File: config.mk
export PLATFORM = sky130hd
export DESIGN_NAME = sdram_cmd_arbiter
export DESIGN_NICKNAME = d
export VERILOG_FILES = /design/src/rtl/sdram_cmd_arbiter.sv
export SDC_FILE = /design/constraint.sdc
export NUM_CORES = 1
export LEC_CHECK = 0
export CORE_ASPECT_RATIO = 0.6
export CORE_MARGIN = 4
export CORE_UTILIZATION = 35
export CTS_BUF_LIST = sky130_fd_sc_hd__clkbuf_16
export DETAILED_ROUTE_END_ITERATION = 16
export PLACE_DENSITY_LB_ADDON = 0.12
export RECOVER_POWER = 25
export SLEW_MARGIN = 30
export SYNTH_ARGS = -nofsm -noshare
export SYNTH_HDL_FRONTEND = slang
export SYNTH_SLANG_ARGS = --single-unit
File: constraint.sdc
create_clock -name clk -period 2.8 [get_ports clk]
set_clock_uncertainty 0.05 [all_clocks]
set_input_delay 0.56 -clock clk [delete_from_list [all_inputs] [get_ports clk]]
set_output_delay 0.56 -clock clk [all_outputs]
set_load 0.05 [all_outputs]
File: src/rtl/sdram_cmd_arbiter.sv
// sdram_cmd_arbiter: shares the SDRAM command/address bus between init, refresh, write and read engines.
// Refresh always wins; define SDRAM_ARB_RR_EN for round-robin write/read, otherwise write beats read.
module sdram_cmd_arbiter #(
    parameter int AREF_WAIT_MAX = 600,
    parameter int WAIT_W        = 10
) (
    input  logic        clk,
    input  logic        rst,
    input  logic        init_end,
    input  logic [3:0]  init_cmd,
    input  logic [12:0] init_addr,
    input  logic        aref_req,
    input  logic        aref_end,
    input  logic [3:0]  aref_cmd,
    input  logic [12:0] aref_addr,
    input  logic        wr_req,
    input  logic        wr_end,
    input  logic [3:0]  wr_cmd,
    input  logic [12:0] wr_addr,
    input  logic        rd_req,
    input  logic        rd_end,
    input  logic [3:0]  rd_cmd,
    input  logic [12:0] rd_addr,
    output logic        aref_en,
    output logic        wr_en,
    output logic        rd_en,
    output logic [3:0]  sdram_cmd,
    output logic [12:0] sdram_addr,
    output logic        dq_oe,
    output logic [4:0]  state,
    output logic        aref_late
);
    localparam logic [4:0] IDLE  = 5'b00001;
    localparam logic [4:0] ARBIT = 5'b00010;
    localparam logic [4:0] AREF  = 5'b00100;
    localparam logic [4:0] WRITE = 5'b01000;
    localparam logic [4:0] READ  = 5'b10000;
    localparam logic [3:0] NOP   = 4'b0111;
    localparam logic [WAIT_W-1:0] WAIT_LIM = WAIT_W'(AREF_WAIT_MAX);

    logic [4:0]        next_state;
    logic              last_rw;
    logic              pick_wr;
    logic [WAIT_W-1:0] wait_cnt;
    logic [WAIT_W-1:0] wait_nxt;

    // last_rw is 1 when the most recent data grant was a write
`ifdef SDRAM_ARB_RR_EN
    assign pick_wr = wr_req && (!rd_req || !last_rw);
`else
    assign pick_wr = wr_req | (last_rw & 1'b0);
`endif

    assign wait_nxt = (!aref_req || state == AREF || next_state == AREF) ? '0 :
                      (&wait_cnt) ? wait_cnt : wait_cnt + 1'b1;

    always_ff @(posedge clk or posedge rst) begin
        if (rst) begin
            state     <= IDLE;
            aref_en   <= 1'b0;
            wr_en     <= 1'b0;
            rd_en     <= 1'b0;
            last_rw   <= 1'b0;
            wait_cnt  <= '0;
            aref_late <= 1'b0;
        end else begin
            state     <= next_state;
            aref_en   <= next_state == AREF;
            wr_en     <= next_state == WRITE;
            rd_en     <= next_state == READ;
            if (state == ARBIT && (next_state == WRITE || next_state == READ))
                last_rw <= next_state == WRITE;
            wait_cnt  <= wait_nxt;
            aref_late <= aref_late | (wait_nxt > WAIT_LIM);
        end
    end

    always_comb begin
        next_state = IDLE;
        case (state)
            IDLE:    next_state = init_end ? ARBIT : IDLE;
            ARBIT:   next_state = aref_req ? AREF : pick_wr ? WRITE : rd_req ? READ : ARBIT;
            AREF:    next_state = aref_end ? ARBIT : AREF;
            WRITE:   next_state = wr_end ? ARBIT : WRITE;
            READ:    next_state = rd_end ? ARBIT : READ;
            default: next_state = IDLE;
        endcase
    end

    always_comb begin
        sdram_cmd  = NOP;
        sdram_addr = '0;
        dq_oe      = state == WRITE;
        case (state)
            IDLE:    begin sdram_cmd = init_cmd; sdram_addr = init_addr; end
            AREF:    begin sdram_cmd = aref_cmd; sdram_addr = aref_addr; end
            WRITE:   begin sdram_cmd = wr_cmd;   sdram_addr = wr_addr;   end
            READ:    begin sdram_cmd = rd_cmd;   sdram_addr = rd_addr;   end
            default: ;
        endcase
    end
endmodule

== Yosys cells after proc, flatten, opt, wreduce, memory -nomap -nowiden ==
Cells that the tools add are included.
W data, S select, Z words.

* Bits in registers: 19
* Input bits: 77
* Output and inout bits: 27
* Word-level logic and storage cells: 33

* $add $sub $neg: 1
* $lt $le $gt $ge: 1
* Equal/unequal tests: 8
* Mux-type cells: 12
* Bitwise logic cells: 1
* Reduce and logical (&&, ||, !) cells: 4

{| class="wikitable"
|+ Operator list
! operator !! number
|-
| $pmux W13 S4 || 1
|-
| $pmux W5 S5 || 1
|-
| $mux W10 || 2
|-
| $mux W5 || 4
|-
| $pmux W4 S4 || 1
|-
| $add A10 B1 Y10 const B || 1
|-
| $eq A5 B3 Y1 const B || 2
|-
| $eq A5 B4 Y1 const B || 2
|-
| $eq A5 B5 Y1 const B || 2
|-
| $gt A10 B10 Y1 const B || 1
|-
| $reduce_and A10 Y1 || 1
|-
| $eq A5 B1 Y1 const B || 1
|-
| $eq A5 B2 Y1 const B || 1
|-
| $mux W4 || 1
|-
| $mux W3 || 1
|-
| $logic_or A1 B1 Y1 || 2
|-
| $mux W2 || 1
|-
| $logic_not A1 Y1 || 1
|-
| $or A1 B1 Y1 || 1
|}

== Logic depth before layout (Yosys ltp) ==
* Depth in word-level cells: 9
* Depth in mapped cells: 8
* Gate-level depth less buffers: 7

== Worst setup path before layout ==
No wires, ideal clock.

* Path kind: register to output
* From: register state[1]
* To: output port sdram_addr[11]
* Arrival: 2463 ps
* Required time: 2190 ps
* Path slack: -273 ps
* Cell stages (with the launch flop): 6
* Path buffers: 1
* Path through: dfrtp_1 -> or3_1 -> nor3b_1 -> clkbuf_1 -> a22oi_1 -> nand2_1

* Longest elaborated chain between the ends: 2
* Elaborated cells between the ends (all ways): 5
* Those cells by class: eq/ne (4); mux (1)

{| class="wikitable"
|+ RTL lines
! what !! RTL line !! source
|-
| from (decl) || 30 || <nowiki>output logic [4:0] state,</nowiki>
|-
| from (signal assigned) || 67 || <nowiki>state <= next_state;</nowiki>
|-
| $eq A5 B4 Y1 || n/a ||
|-
| named net dq_oe || 29 || <nowiki>output logic dq_oe,</nowiki>
|-
| $pmux W13 S4 || 94 || <nowiki>case (state)</nowiki>
|-
| to (decl) || 28 || <nowiki>output logic [12:0] sdram_addr,</nowiki>
|}

The timed path passes the listed nets, and every way through them passes these cells.

== Final worst setup path ==
* From: register state[1]
* To: output port sdram_addr[5]

* Longest elaborated chain between the ends: 2
* Elaborated cells between the ends (all ways): 5
* Those cells by class: eq/ne (4); mux (1)

{| class="wikitable"
|+ RTL lines
! what !! RTL line
|-
| $eq A5 B5 Y1, or another cell as far along || 94
|-
| $pmux W13 S4 * || 94
|}

Mark *: on every way between the ends. The rest lies on a longest branch, timed or not.

==> reports/qor.yml <==
outcome:
  status: "complete, no violations"
worst_setup_path:
  critical_path_required_ps: 2190
  cp-startpoint: "state[1]$_DFF_PP0_"
  regToRegSetupSlack_ps: 600
  worstReg2RegStart: "wait_cnt[0]$_DFF_PP0_"
  r2r_end: "aref_late$_DFF_PP0_"
  crit_path_end: "sdram_addr[5]"
  crit_type: "register to output port"
  startpoint_type: "register"
  cp.arrival_ps: 2110
  worstPathMaxFanout: 10
  r2r_cells: 6
  end_kind: "output port"
power:
  p_int_mw: 1.295
  comb_power_share_pct: 73.0
  cellLeakagePower_nw: 1.154
  ir_worst_vdd_v: 0.0005257
  clkPwrFrac_pct: 11.7
  p_sw_mw: 1.121
  seqPwrFrac_pct: 15.3
  p_sw_share_pct: 46.39
  total_power_mw: 2.416
  power_density_nw_per_um2: 863.5
yosys:
  ys_seq_elements: 19
  synth_top_family_by_area: "compound AO/OA/AOI/OAI gates"
  synth-xor-area-share_pct: 2.465
  synth_simple_gate_area_share_pct: 24.30
  seq_area_frac_synth_pct: 33.54
  syn-num-nets: 254
  syn_area_um2: 1421
  syn_avg_cell_area_um2: 8.076
  syn_inst: 176
  yosys.area_share.adder_pct: 0.8803
  synthMuxAreaShare_pct: 2.905
  yosys_warnings: 0
  ys_types: 36
  synth-compound-area-share_pct: 30.28
clocking:
  cts_resized: 0
  cts_max_level: 1
  cts_made_buffers: 3
  hold_buffers: 0
  clk_path_buf_depth: 2
  root_buffer: "clkbuf_16"
  worst_skew_pair.late_latency_ps: 250
  cts.clk_slew.worst_paths_ps: 50
  clock-sinks: 19
  cts_tree: "built"
  post_cts_buffers: 0
floorplanning:
  die_y_um: 57.36
  rows: 17
  die_area_um2: 5178
  ios: 104
  die_w_um: 90.27
  core_region_area_um2: 3786
  start_util_pct: 37.54
cells_and_area:
  fin_nets: 359
  layout_commonest_cell: "clkdlybuf4s50_1"
  design_area_um2: 2798
  final_core_util_pct: 73.89
  diodes: 0
  final_layout_size_suffix_gt1_share_pct: 13.21
  area_delta_synth_final_pct: 96.83
  final_cell_mix: "clkdlybuf4s50_1, a22oi_1, nand2_1"
drt:
  dr.pass1.iters: 5
  dr.first_iter.drc_count: 82
  postRouteWirelength_mm: 5.556
  detail_route.vias_per_cell: 5.596
  ant_nets: 0
  wl_per_cell_um: 16.99
  drc: 0
  vias: 1830
placement:
  post-place-ws_ps: 269.6
  hpwlAfterDp_mm: 4.657
  portBuffers: 103
  place_area_um2: 2713
  place_congestion: 0.7902
timing:
  slew_headroom_pct: 54.29
  finalMaxSlewViolations: 0
  fmax_mhz: 368.3
  finalSetupTns_ps: 0
  min_period_over_period_pct: 96.98
  finalHoldViolCount: 0
  finalCriticalPeriod_ps: 2715
  setup_viol: 0
  tightest_slew_ps: 684.9
  setup_ws_ps: 84.67
global_routing:
  grt_pass1_vias: 1770
  grt_remaining_overflow: 0
  grt_usage_pct: 20.90
  grt_pass1_wl_mm: 8.845
  grt_max_degree: 21
  grt_antenna_before_repair: 0
run:
  cap_violations: 0
worst_hold_path:
  hold_path.class: "register to register"
[metrics by stage]
| step | hold slack [ps] | cells |
|---|---|---|
| after floorplan | 460.4 | 176 |
| after global placement | 532.0 | 323 |
| after detailed placement | 535.8 | 323 |
| after CTS | 557.0 | 327 |
| after global routing | 594.0 | 327 |
| final | 564.3 | 327 |
[worst min path at each step]
stage	to	cells past startpoint	start
after global placement	wait_cnt[1]$_DFF_PP0_	2	wait_cnt[1]$_DFF_PP0_
final	wait_cnt[1]$_DFF_PP0_	2	wait_cnt[1]$_DFF_PP0_
after global routing	aref_late$_DFF_PP0_	2	aref_late$_DFF_PP0_
after CTS	wait_cnt[1]$_DFF_PP0_	2	wait_cnt[1]$_DFF_PP0_
after floorplan	aref_en$_DFF_PP0_	1	rst
after detailed placement	aref_late$_DFF_PP0_	2	aref_late$_DFF_PP0_
[cells in the mapped netlist]
cell type	n	area (um^2)
nor4_1	1	6.260
a22o_1	2	17.52
a22oi_1	36	270.3
o21ai_0	9	45.04
and4_2	1	10.01
o22ai_1	1	6.260
nand2_1	21	78.83
o311ai_0	1	8.760
ha_1	1	12.51
nand3_1	7	35.03
nand4_2	1	12.51
and4_1	1	8.760
dfrtp_1	18	450.4
inv_1	7	26.28
nor3_1	9	45.04
o21bai_1	1	7.510
o32ai_1	1	8.760
xor2_1	4	35.03
buf_2	4	20.02
and3b_1	1	8.760
mux2_2	1	11.26
a21oi_1	3	15.01
mux2i_1	3	30.03
buf_6	1	11.26
a221oi_1	1	8.760
nor2_1	18	67.56
or3_1	1	6.260
nand3b_1	2	15.01
nor3b_1	4	30.03
clkbuf_1	6	22.52
a31oi_1	3	18.77
and3_1	1	6.260
dfstp_2	1	26.28
a211oi_1	1	7.510
or4_1	2	15.01
o311ai_2	1	16.27
[routing by layer]
metal	up-vias	global-route usage, %	wire (um)
met1	852	26.26	2211
met5	-	0	0
met4	0	2.832	60
met2	95	36.73	2713
met3	6	6.324	570
li1	877	-	-
[sequential cells by signal, indices dropped and copies added (netlist names)]
register,cells
rd_en,1
state,5
aref_late,1
aref_en,1
wr_en,1
wait_cnt,10
[final cells by class]
class                      instances  area, um^2
tap                               47       58.81
clock inverter                     1       3.754
multi-input combinational        139       885.9
sequential                        19       476.7
inverter                           7       26.28
timing repair buffer             111        1271
fill                             286       988.4
clock buffer                       3       75.07
[cells by family (layout without fill, tap and decap cells)]
logic type               count (synthesis)  in the layout
AND/OR/NAND/NOR                         70             70
buffers and inverters                   18            122
multiplexers                             4              4
AO/OA/AOI/OAI                           60             60
adder cells (fa/ha/maj)                  1              1
XOR/XNOR                                 4              4
flip-flops                              19             19
[power by group through the flow]
stage          clock (mW)  combinational (mW)  sequential [mW]
6_report            0.283                1.76            0.370
2_1_floorplan           0               0.804            0.445
4_1_cts             0.285                1.77            0.369
3_5_place_dp            0                1.77            0.373
3_3_place_gp            0                1.75            0.368
5_1_grt             0.302                1.84            0.378
[worst max-delay path, cell delays in order, from the launching register on]
cell	delay (ps)
dfrtp_1	440
or3_1	470
nor3b_4	350
buf_4	250
a22oi_1	100
nand2_1	120
buf_12	150
Power figures use the tool's default switching activity.
